## config.mk

```make
export PLATFORM = sky130hd
export DESIGN_NAME = fuzz_vector_harness
export DESIGN_NICKNAME = d
export VERILOG_FILES = /design/src/rtl/fuzz_harness_pkg.sv /design/src/rtl/misr_reg.sv /design/src/rtl/fuzz_vector_harness.sv
export SDC_FILE = /design/constraint.sdc
export NUM_CORES = 2
export LEC_CHECK = 0
export BUFFER_PORTS_ARGS = -buffer_cell sky130_fd_sc_hd__buf_2
export CAP_MARGIN = 5
export CORE_UTILIZATION = 37
export DETAILED_ROUTE_END_ITERATION = 8
export SLEW_MARGIN = 10
export SYNTH_ARGS = -nofsm -noshare
export SYNTH_HDL_FRONTEND = slang
export SYNTH_HIERARCHICAL = 1
export SYNTH_SLANG_ARGS = --single-unit
export TNS_END_PERCENT = 5
```

## constraint.sdc

```tcl
create_clock -name i_clk -period 6.85 [get_ports i_clk]
set_input_delay 1.0275 -clock i_clk [delete_from_list [all_inputs] [get_ports i_clk]]
set_output_delay 1.0275 -clock i_clk [all_outputs]
set_load 0.01 [all_outputs]
```

## src/rtl/fuzz_harness_pkg.sv

```systemverilog
// fuzz_harness_pkg
//   Shared types and constants for the fuzz vector harness:
//   - state_e       : harness run state (IDLE, APPLY, DONE)
//   - DEFAULT_POLY  : default 87-bit MISR feedback polynomial
//   - idx_w()       : index width helper that never returns zero
//   - DEFAULT_*     : widths that go with the default 21-slot table
package fuzz_harness_pkg;

  typedef enum logic [1:0] {
    IDLE  = 2'd0,
    APPLY = 2'd1,
    DONE  = 2'd2
  } state_e;

  localparam int          DEFAULT_OUT_W = 87;
  localparam logic [86:0] DEFAULT_POLY  = 87'h000000000000000000021;

  // Width of an index into n slots. A single slot still gets a 1-bit index,
  // so port and register declarations never collapse to zero width.
  function automatic int idx_w(input int n);
    return (n > 1) ? $clog2(n) : 1;
  endfunction

  localparam int DEFAULT_DEPTH = 21;
  localparam int DEFAULT_IDX_W = idx_w(DEFAULT_DEPTH);
  localparam int DEFAULT_CNT_W = $clog2(DEFAULT_DEPTH + 1);

endpackage

```

## src/rtl/misr_reg.sv

```systemverilog
// misr_reg
//   Multiple-input signature register. On each enabled cycle the register
//   shifts left by one, folds the shifted-out MSB back in through POLY, and
//   XORs in the parallel input word.
// Ports:
//   i_clk  : clock, rising edge
//   i_rst  : synchronous active-high reset, loads SEED
//   i_clr  : synchronous clear, loads SEED (below reset, above enable)
//   i_en   : capture i_d into the signature this cycle
//   i_d    : parallel data word to compact
//   o_q    : current signature
module misr_reg
  import fuzz_harness_pkg::*;
#(
  parameter int           W    = DEFAULT_OUT_W,
  parameter logic [W-1:0] POLY = W'(DEFAULT_POLY),
  parameter logic [W-1:0] SEED = {W{1'b0}}
) (
  input  logic         i_clk,
  input  logic         i_rst,
  input  logic         i_clr,
  input  logic         i_en,
  input  logic [W-1:0] i_d,
  output logic [W-1:0] o_q
);

  logic [W-1:0] r_sig;

  // One compaction step: shift, conditional polynomial feedback, data XOR.
  function automatic logic [W-1:0] misr_step(input logic [W-1:0] s,
                                             input logic [W-1:0] d);
    logic [W-1:0] fb;
    fb = s[W-1] ? POLY : {W{1'b0}};
    return {s[W-2:0], 1'b0} ^ fb ^ d;
  endfunction

  // Signature register: reset and clear both return to SEED.
  always_ff @(posedge i_clk) begin
    if (i_rst) begin
      r_sig <= SEED;
    end else if (i_clr) begin
      r_sig <= SEED;
    end else if (i_en) begin
      r_sig <= misr_step(r_sig, i_d);
    end else begin
      r_sig <= r_sig;
    end
  end

  assign o_q = r_sig;

endmodule

```

## src/rtl/fuzz_vector_harness.sv

```systemverilog
// fuzz_vector_harness
//   Replays a loaded table of input vectors onto a DUT input bus, holding each
//   vector for HOLD cycles, and compacts the DUT response into a MISR
//   signature that is compared with an expected value at the end of a run.
// Ports:
//   i_clk        : clock, rising edge
//   i_rst        : synchronous active-high reset
//   i_wr_en      : vector-table write strobe (ignored while applying)
//   i_wr_addr    : vector slot to write (out-of-range slots ignored)
//   i_wr_data    : vector data
//   i_num_vec    : vectors per run, clamped to DEPTH, sampled on start
//   i_exp_sig    : expected final signature, sampled on start
//   i_start      : begin a run from IDLE or DONE
//   i_abort      : cancel, return to IDLE (wins over start)
//   i_dut_y      : DUT response bus
//   o_dut_in     : registered stimulus to the DUT
//   o_busy       : high while vectors are being applied
//   o_done       : high once a run has finished, until start/abort/reset
//   o_pass       : final signature matched i_exp_sig; valid while o_done
//   o_signature  : current MISR value
//   o_vec_idx    : index of the vector currently on o_dut_in
module fuzz_vector_harness
  import fuzz_harness_pkg::*;
#(
  parameter int               IN_W  = 72,
  parameter int               OUT_W = DEFAULT_OUT_W,
  parameter int               DEPTH = DEFAULT_DEPTH,
  parameter int               HOLD  = 1,
  parameter logic [OUT_W-1:0] POLY  = OUT_W'(DEFAULT_POLY),
  parameter logic [OUT_W-1:0] SEED  = {OUT_W{1'b0}},
  localparam int              AW    = idx_w(DEPTH),
  localparam int              NW    = $clog2(DEPTH + 1)
) (
  input  logic             i_clk,
  input  logic             i_rst,
  input  logic             i_wr_en,
  input  logic [AW-1:0]    i_wr_addr,
  input  logic [IN_W-1:0]  i_wr_data,
  input  logic [NW-1:0]    i_num_vec,
  input  logic [OUT_W-1:0] i_exp_sig,
  input  logic             i_start,
  input  logic             i_abort,
  input  logic [OUT_W-1:0] i_dut_y,
  output logic [IN_W-1:0]  o_dut_in,
  output logic             o_busy,
  output logic             o_done,
  output logic             o_pass,
  output logic [OUT_W-1:0] o_signature,
  output logic [AW-1:0]    o_vec_idx
);

  localparam int HW = idx_w(HOLD);

  state_e           r_state;
  logic [IN_W-1:0]  r_mem [DEPTH];
  logic [NW-1:0]    r_n;
  logic [OUT_W-1:0] r_exp;
  logic [AW-1:0]    r_idx;
  logic [HW-1:0]    r_hold;
  logic [IN_W-1:0]  r_dut_in;
  logic             r_busy;
  logic             r_done;
  logic             r_pass;

  logic [OUT_W-1:0] w_sig;
  logic [OUT_W-1:0] w_sig_next;
  logic [NW-1:0]    w_n_clamp;
  logic [AW-1:0]    w_idx_nxt;
  logic             w_wr_ok;
  logic             w_start_ok;
  logic             w_last_hold;
  logic             w_last_vec;
  logic             w_misr_clr;
  logic             w_misr_en;

  // Vector count clamped to the table size.
  always_comb begin
    w_n_clamp = i_num_vec;
    if (32'(i_num_vec) > DEPTH) begin
      w_n_clamp = NW'(DEPTH);
    end else begin
      w_n_clamp = i_num_vec;
    end
  end

  // Table write qualification. An abort leaves APPLY in the same edge, so a
  // write presented alongside it is taken.
  always_comb begin
    w_wr_ok = 1'b0;
    if (i_wr_en && ((r_state != APPLY) || i_abort) && (32'(i_wr_addr) < DEPTH)) begin
      w_wr_ok = 1'b1;
    end else begin
      w_wr_ok = 1'b0;
    end
  end

  assign w_start_ok  = i_start && (r_state != APPLY);
  assign w_last_hold = (r_state == APPLY) && (32'(r_hold) == (HOLD - 1));
  assign w_last_vec  = (32'(r_idx) + 32'd1) >= 32'(r_n);
  assign w_idx_nxt   = r_idx + AW'(1);

  // Signature after this cycle's capture; lets pass be registered on the
  // same edge that the final capture lands in the MISR.
  assign w_sig_next  = {w_sig[OUT_W-2:0], 1'b0}
                     ^ (w_sig[OUT_W-1] ? POLY : {OUT_W{1'b0}})
                     ^ i_dut_y;

  assign w_misr_clr  = i_abort || w_start_ok;
  assign w_misr_en   = w_last_hold && !i_abort;

  misr_reg #(
    .W    (OUT_W),
    .POLY (POLY),
    .SEED (SEED)
  ) u_misr (
    .i_clk (i_clk),
    .i_rst (i_rst),
    .i_clr (w_misr_clr),
    .i_en  (w_misr_en),
    .i_d   (i_dut_y),
    .o_q   (w_sig)
  );

  // Vector table storage; contents deliberately survive reset.
  always_ff @(posedge i_clk) begin
    if (w_wr_ok) begin
      r_mem[i_wr_addr] <= i_wr_data;
    end
  end

  // Run control FSM with registered stimulus and status outputs.
  always_ff @(posedge i_clk) begin
    if (i_rst) begin
      r_state  <= IDLE;
      r_n      <= {NW{1'b0}};
      r_exp    <= {OUT_W{1'b0}};
      r_idx    <= {AW{1'b0}};
      r_hold   <= {HW{1'b0}};
      r_dut_in <= {IN_W{1'b0}};
      r_busy   <= 1'b0;
      r_done   <= 1'b0;
      r_pass   <= 1'b0;
    end else if (i_abort) begin
      r_state  <= IDLE;
      r_idx    <= {AW{1'b0}};
      r_hold   <= {HW{1'b0}};
      r_dut_in <= {IN_W{1'b0}};
      r_busy   <= 1'b0;
      r_done   <= 1'b0;
      r_pass   <= 1'b0;
    end else begin
      case (r_state)
        IDLE, DONE: begin
          if (i_start) begin
            r_n    <= w_n_clamp;
            r_exp  <= i_exp_sig;
            r_idx  <= {AW{1'b0}};
            r_hold <= {HW{1'b0}};
            if (w_n_clamp == {NW{1'b0}}) begin
              // Empty run: the signature stays at SEED, so judge it directly.
              r_state  <= DONE;
              r_dut_in <= {IN_W{1'b0}};
              r_busy   <= 1'b0;
              r_done   <= 1'b1;
              r_pass   <= (SEED == i_exp_sig);
            end else begin
              r_state  <= APPLY;
              r_dut_in <= r_mem[{AW{1'b0}}];
              r_busy   <= 1'b1;
              r_done   <= 1'b0;
              r_pass   <= 1'b0;
            end
          end
        end
        APPLY: begin
          if (w_last_hold) begin
            if (!w_last_vec) begin
              r_idx    <= w_idx_nxt;
              r_dut_in <= r_mem[w_idx_nxt];
              r_hold   <= {HW{1'b0}};
            end else begin
              r_state  <= DONE;
              r_dut_in <= {IN_W{1'b0}};
              r_busy   <= 1'b0;
              r_done   <= 1'b1;
              r_pass   <= (w_sig_next == r_exp);
            end
          end else begin
            r_hold <= r_hold + HW'(1);
          end
        end
        default: begin
          r_state  <= IDLE;
          r_dut_in <= {IN_W{1'b0}};
          r_busy   <= 1'b0;
          r_done   <= 1'b0;
          r_pass   <= 1'b0;
        end
      endcase
    end
  end

  assign o_dut_in    = r_dut_in;
  assign o_busy      = r_busy;
  assign o_done      = r_done;
  assign o_pass      = r_pass;
  assign o_signature = w_sig;
  assign o_vec_idx   = r_idx;

endmodule

```

Yosys cells after proc, flatten, opt, wreduce, memory -nomap -nowiden

Memory sizes are Yosys's and may differ from the RTL's.
Cells that the tools add are included.

Bitwise logic cells: 4
Multiplexer cells: 38
Add/sub/neg operators: 3
Reduce and logical (&&, ||, !) cells: 20
Order comparisons: 3
Equal/unequal tests: 9

Operator list:

| cell                | number |
|---|---|
| $mux 72             | 4 |
| $xor 87x87->87      | 2 |
| $pmux 72 s2         | 1 |
| $eq 87x87->1        | 1 |
| $logic_not 87->1    | 1 |
| $mux 5              | 4 |
| $mux 1              | 18 |
| $pmux 5 s2          | 1 |
| $reduce_and 3->1    | 3 |
| $mux 2              | 4 |
| $ne 2x2->1 const B  | 4 |
| $pmux 1 s2          | 4 |
| $add 5x1->6 const B | 1 |
| $ge 6x5->1          | 1 |
| $mux 6              | 1 |
| $reduce_or 2->1     | 3 |
| $add 5x1->5 const B | 1 |
| $gt 5x5->1 const B  | 1 |
| $logic_and 1x1->1   | 5 |
| $logic_not 5->1     | 1 |
| $lt 5x5->1 const B  | 1 |
| $pmux 2 s2          | 1 |
| $reduce_and 4->1    | 1 |
| $ne 3x3->1 const B  | 1 |
| other kinds (10)    | 12 |

Memory bits (writable): 1512
Memories: 1
Flip-flop bits (word level): 262
Input port bits: 261

Memory list:

| name  | depth | bits a word | rd ports | clocked after memory_dff | write ports | line                      | text |
|---|---|---|---|---|---|---|---|
| r_mem | 21    | 72          | 2        | 0                        | 1           | fuzz_vector_harness.sv:55 | `logic [IN_W-1:0] r_mem [DEPTH];` |

Longest topological paths before layout

Word-level depth: 7
Mapped depth: 15

Hierarchy

The synthesis kept the hierarchy.

By module, submodules not included:

| module              | times used | sequential area each (µm²) | area each (µm²) | cells an instance |
|---|---|---|---|---|
| fuzz_vector_harness | 1          | 48886.9                    | 66968.0         | 3765 |
| misr_reg            | 1          | 1741.7                     | 3819.9          | 378 |

Worst setup path after synthesis

Ideal clock, no wire load.

Path kind: input port to flip-flop
From: in i_abort
To: mem r_mem[13][0], enable pin
Path buffers: 0
Stages: 3
Data arrival time: 4674 ps
Path slack: 1673 ps
Data required time: 6347 ps
Path through: o21ai_0 or3b_2 nor2_1

Word-level cells in the longest chain between the ends: 6

RTL lines:

| what                           | line                       | text |
|---|---|---|
| start, declared                | fuzz_vector_harness.sv:42  | `input logic i_abort,` |
| $logic_or 1x1->1               | fuzz_vector_harness.sv:90  | `if (i_wr_en && ((r_state != APPLY) \|\| i_abort) && (32'(i_wr_addr) < DEPTH)) begin` |
| $logic_and 1x1->1 (2 in a row) | fuzz_vector_harness.sv:90  |  |
| $mux 1                         | fuzz_vector_harness.sv:90  |  |
| $mux 1                         | fuzz_vector_harness.sv:126 | `if (w_wr_ok) begin` |
| $mux 1 (implied by the code)   | fuzz_vector_harness.sv:127 | `r_mem[i_wr_addr] <= i_wr_data;` |
| end, declared                  | fuzz_vector_harness.sv:55  |  |

Every way passes these cells.

Worst setup path in the final report

From: reg r_idx[0], in the netlist o_vec_idx[0]
To: reg r_dut_in[49], in the netlist o_dut_in[49]

Word-level cells in the longest chain between the ends: 5
Elaborated cells between the ends (all ways): 7
Those cells by class: add/sub: 2; order compare: 1; mux: 3; memory: 1

RTL lines:

| what                                        | line                                                  | text |
|---|---|---|
| start, declared                             | fuzz_vector_harness.sv:58                             | `logic [AW-1:0] r_idx;` |
| start signal, assigned                      | fuzz_vector_harness.sv:137                            | `r_idx <= {AW{1'b0}};` |
| start signal, assigned                      | fuzz_vector_harness.sv:145                            | `r_idx <= {AW{1'b0}};` |
| start signal, assigned                      | fuzz_vector_harness.sv:157                            | `r_idx <= {AW{1'b0}};` |
| $add 5x1->5 or $add 5x1->6 (tied branches)  | fuzz_vector_harness.sv:100, fuzz_vector_harness.sv:99 |  |
| $mem_v2 21x72 or $ge 6x5->1 (tied branches) | --                                                    |  |
| $mux 72 (*)                                 | fuzz_vector_harness.sv:177                            | `if (!w_last_vec) begin` |
| $mux 72 (*)                                 | fuzz_vector_harness.sv:176                            | `if (w_last_hold) begin` |
| $pmux 72 s2 (*)                             | fuzz_vector_harness.sv:152                            | `case (r_state)` |
| end signal, assigned                        | fuzz_vector_harness.sv:162                            | `r_dut_in <= {IN_W{1'b0}};` |
| end signal, assigned                        | fuzz_vector_harness.sv:179                            | `r_dut_in <= r_mem[w_idx_nxt];` |
| end signal, assigned                        | fuzz_vector_harness.sv:183                            | `r_dut_in <= {IN_W{1'b0}};` |
| end, declared                               | fuzz_vector_harness.sv:60                             | `logic [IN_W-1:0] r_dut_in;` |

Mark *: on every way between the ends. The rest lies on a longest branch, timed or not. The select of a mux whose other input is x is not followed.
A chain may end at the register's enable or synchronous reset.

==> results.tsv <==
metric	value	unit
ios	428	
num-nets-final	4835	
yosysSeqAreaShare	0.715	
tns	0	ps
path_max_fanout	43	
synth_edf_count	1512	
vias_per_cell	5.62	
ys_async_sr_fraction	0	
netlist_area	70800	um2
fillCellCount	16800	
yosys_most_used_dff	edfxtp_1	
slew-limit-headroom	0.193	
grt_pass1_vias	40600	
period_needed	4670	ps
final_common_cell	edfxtp_1	
final_cell_mix	edfxtp_1, nand2_1, buf_2, mux4_2, dfxtp_1	
r2r-start	o_vec_idx[0]$_SDFFE_PP0P_	
syn_avg_cell_area	17.1	um2
core	190000	um2
num_rows	160	
cp-end-kind	flop	
hold_viol_final	0	
ctsResizeCount	0	
postSynthCellCount	4143	
cts_buffers	182	
h-tree-depth	4	
ys_seq_elements	1773	
cts_tree	built	
dieArea	193000	um2
clock_latency	850	ps
cts-root-buf	clkbuf_16	
startpoint_type	flop	
port_buffers	427	
clkSinkCount	1773	
drive_above_1_share	0.268	
finalClockSkew	76.1	ps
cts_hold_buf	0	
drc	0	
hold_path_class	in2reg	
routed_wl	212000	um
place.detailed.hpwl	117000	um
syn_nets	4410	
grt_usage	0.216	
path_class	reg2reg	
fp.dieW	439	um
grt_setup_unrepaired	false	
finalCritPeriodShare	0.681	
postCtsSetupRepairBufs	0	
powerDensity	280	nW/um2
maxCapViolCount	0	
p_leak	25.7	nW
slew_viol_final	0	
multi_input_area	19100	um2
vias	40700	
area_growth	15.9	%
cts.clk_slew.worst_paths	70	ps
first_pass_iters	6	
final_antenna_net_count	0	
grt_pass1_wl	299000	um
tightest_slew	1210	ps
gr-total-overflow	0	
status	completed	
dieHeight	439	um
cp.arrival	5390	ps
drt_iter0_drc	3869	
fmax	214	MHz
routedWlPerCell	29.2	um
yosysWarnings	6	
power	0.0230	W
worstPathRequired	7570	ps
seqCellArea	50600	um2
peakVddDrop	0.237	mV
grt_max_degree	146	
gp_congestion	0.903	
hp-start	i_exp_sig[61]	
cp-startpoint	o_vec_idx[0]$_SDFFE_PP0P_	
antenna_found_initial	52	
synth_cell_types	59	
start_util	0.372	
setup_violations	0	
clockBufferDepth	3	
## Yosys cell counts (2+ instances only)
library cell / count / area (um2)
edfxtp_1: 1512 / 45400
nand2_1: 549 / 2060
mux4_2: 360 / 8110
dfxtp_1: 261 / 5230
xnor2_1: 199 / 1740
a21oi_1: 174 / 871
clkbuf_1: 136 / 510
a211oi_1: 134 / 1010
nor2_1: 128 / 480
a311oi_1: 73 / 639
a21boi_0: 72 / 541
buf_2: 70 / 350
o21ai_1: 69 / 345
a221oi_2: 59 / 886
and2_1: 39 / 244
nor4_1: 36 / 225
and2_0: 33 / 206
a211oi_2: 30 / 375
buf_4: 28 / 210
a221oi_1: 20 / 175
buf_1: 16 / 60.1
xor2_1: 15 / 131
o22ai_1: 13 / 81.3
nand4_1: 12 / 75.1
o2bb2ai_1: 12 / 105
buf_6: 10 / 113
o21ai_0: 10 / 50.1
inv_1: 9 / 33.8
a22o_1: 6 / 52.6
ha_1: 6 / 75.1
nand3_1: 6 / 30.0
nand3b_1: 4 / 30.0
nor3_1: 4 / 20.0
o2111ai_1: 3 / 26.3
or3_1: 3 / 18.8
or3b_2: 3 / 26.3
a21o_1: 2 / 15.0
and4_1: 2 / 17.5
inv_2: 2 / 7.51
nand2b_1: 2 / 12.5
o21a_1: 2 / 15.0
or2_2: 2 / 12.5
## path summary, 6_finish.rpt
kind | end | slack (ps) | cells past startpoint
hold / removal | r_exp[61]$_SDFFE_PP0P_ | 460 | 3
hold reg to reg | r_exp[9]$_SDFFE_PP0P_ | 470 | 2
setup / recovery | o_dut_in[49]$_SDFFE_PP0P_ | 2180 | 12
setup reg to reg | o_dut_in[49]$_SDFFE_PP0P_ | 2180 | 12
## stage by stage
stage | std cells | hold WS, ps | util | area, um2 | setup WS [ps]
floorplan | 4143 | 432 | - | 70800 | 1670
global placement | 6894 | 445 | 0.398 | 75800 | 1790
detailed placement | 6894 | 450 | 0.398 | 75800 | 1710
CTS | 7233 | 408 | 0.431 | 82000 | 1700
global route | 7240 | 446 | 0.431 | 82000 | 1980
finish | 7247 | 462 | 0.431 | 82000 | 2180
## power by group
| group | internal (W) | switching (W) | leakage, nW |
|---|---|---|---|
| registers | 0.0118 | 0.0000626 | 15.7 |
| clock network | 0.00585 | 0.00436 | 3.02 |
| logic | 0.000288 | 0.000639 | 6.90 |
| total | 0.0179 | 0.00506 | 25.7 |
## worst max-delay path, stage by stage (launching register included)
cell and delay, ps:
dfxtp_4 920, ha_4 270, nand3_1 170, xor2_4 170
buf_4 440, inv_4 420, ha_1 330, a311o_1 310
a21oi_4 500, buf_16 250, buf_4 310, o21ai_1 140
a221oi_2 240
## routing by layer
metal | wire (um) | global-route usage | vias to the layer above
li1 | - | - | 17200
met1 | 82000 | 0.269 | 21300
met2 | 106000 | 0.368 | 1718
met3 | 15500 | 0.0440 | 426
met4 | 7880 | 0.0826 | 32
met5 | 195 | 0 | -
## cells by family (layout without fill, tap and decap cells)
kind of cell / after synthesis / after routing / synth area share
and+or+nand+nor: 829 / 829 / 0.0495
muxes: 361 / 361 / 0.115
other: 0 / 13 / 0
adders and majority gates: 6 / 6 / 0.00106
AOI/OAI and AO/OA: 686 / 686 / 0.0741
DFF: 1773 / 1773 / 0.715
xor gates and xnor gates: 217 / 217 / 0.0273
buffers and inverters: 271 / 851 / 0.0182
## flip-flops by register name, summed over array words and instances, names as in the netlist
signal / flops
o_busy: 1
r_exp: 87
r_n: 5
o_pass: 1
r_state: 2
r_mem: 1512
u_misr/o_q: 87
r_hold: 1
o_dut_in: 72
o_vec_idx: 5
## final cells by class
cell class              count  area share
flip-flops and latches   1773       0.617
multi-input cells        2099       0.233
clock buffers             245      0.0607
well taps                2511      0.0383
repair buffers            501      0.0347
clock inverters            94      0.0150
inverters                  11    0.000625
diodes                     13    0.000396
(Power assumes the default switching activity.)
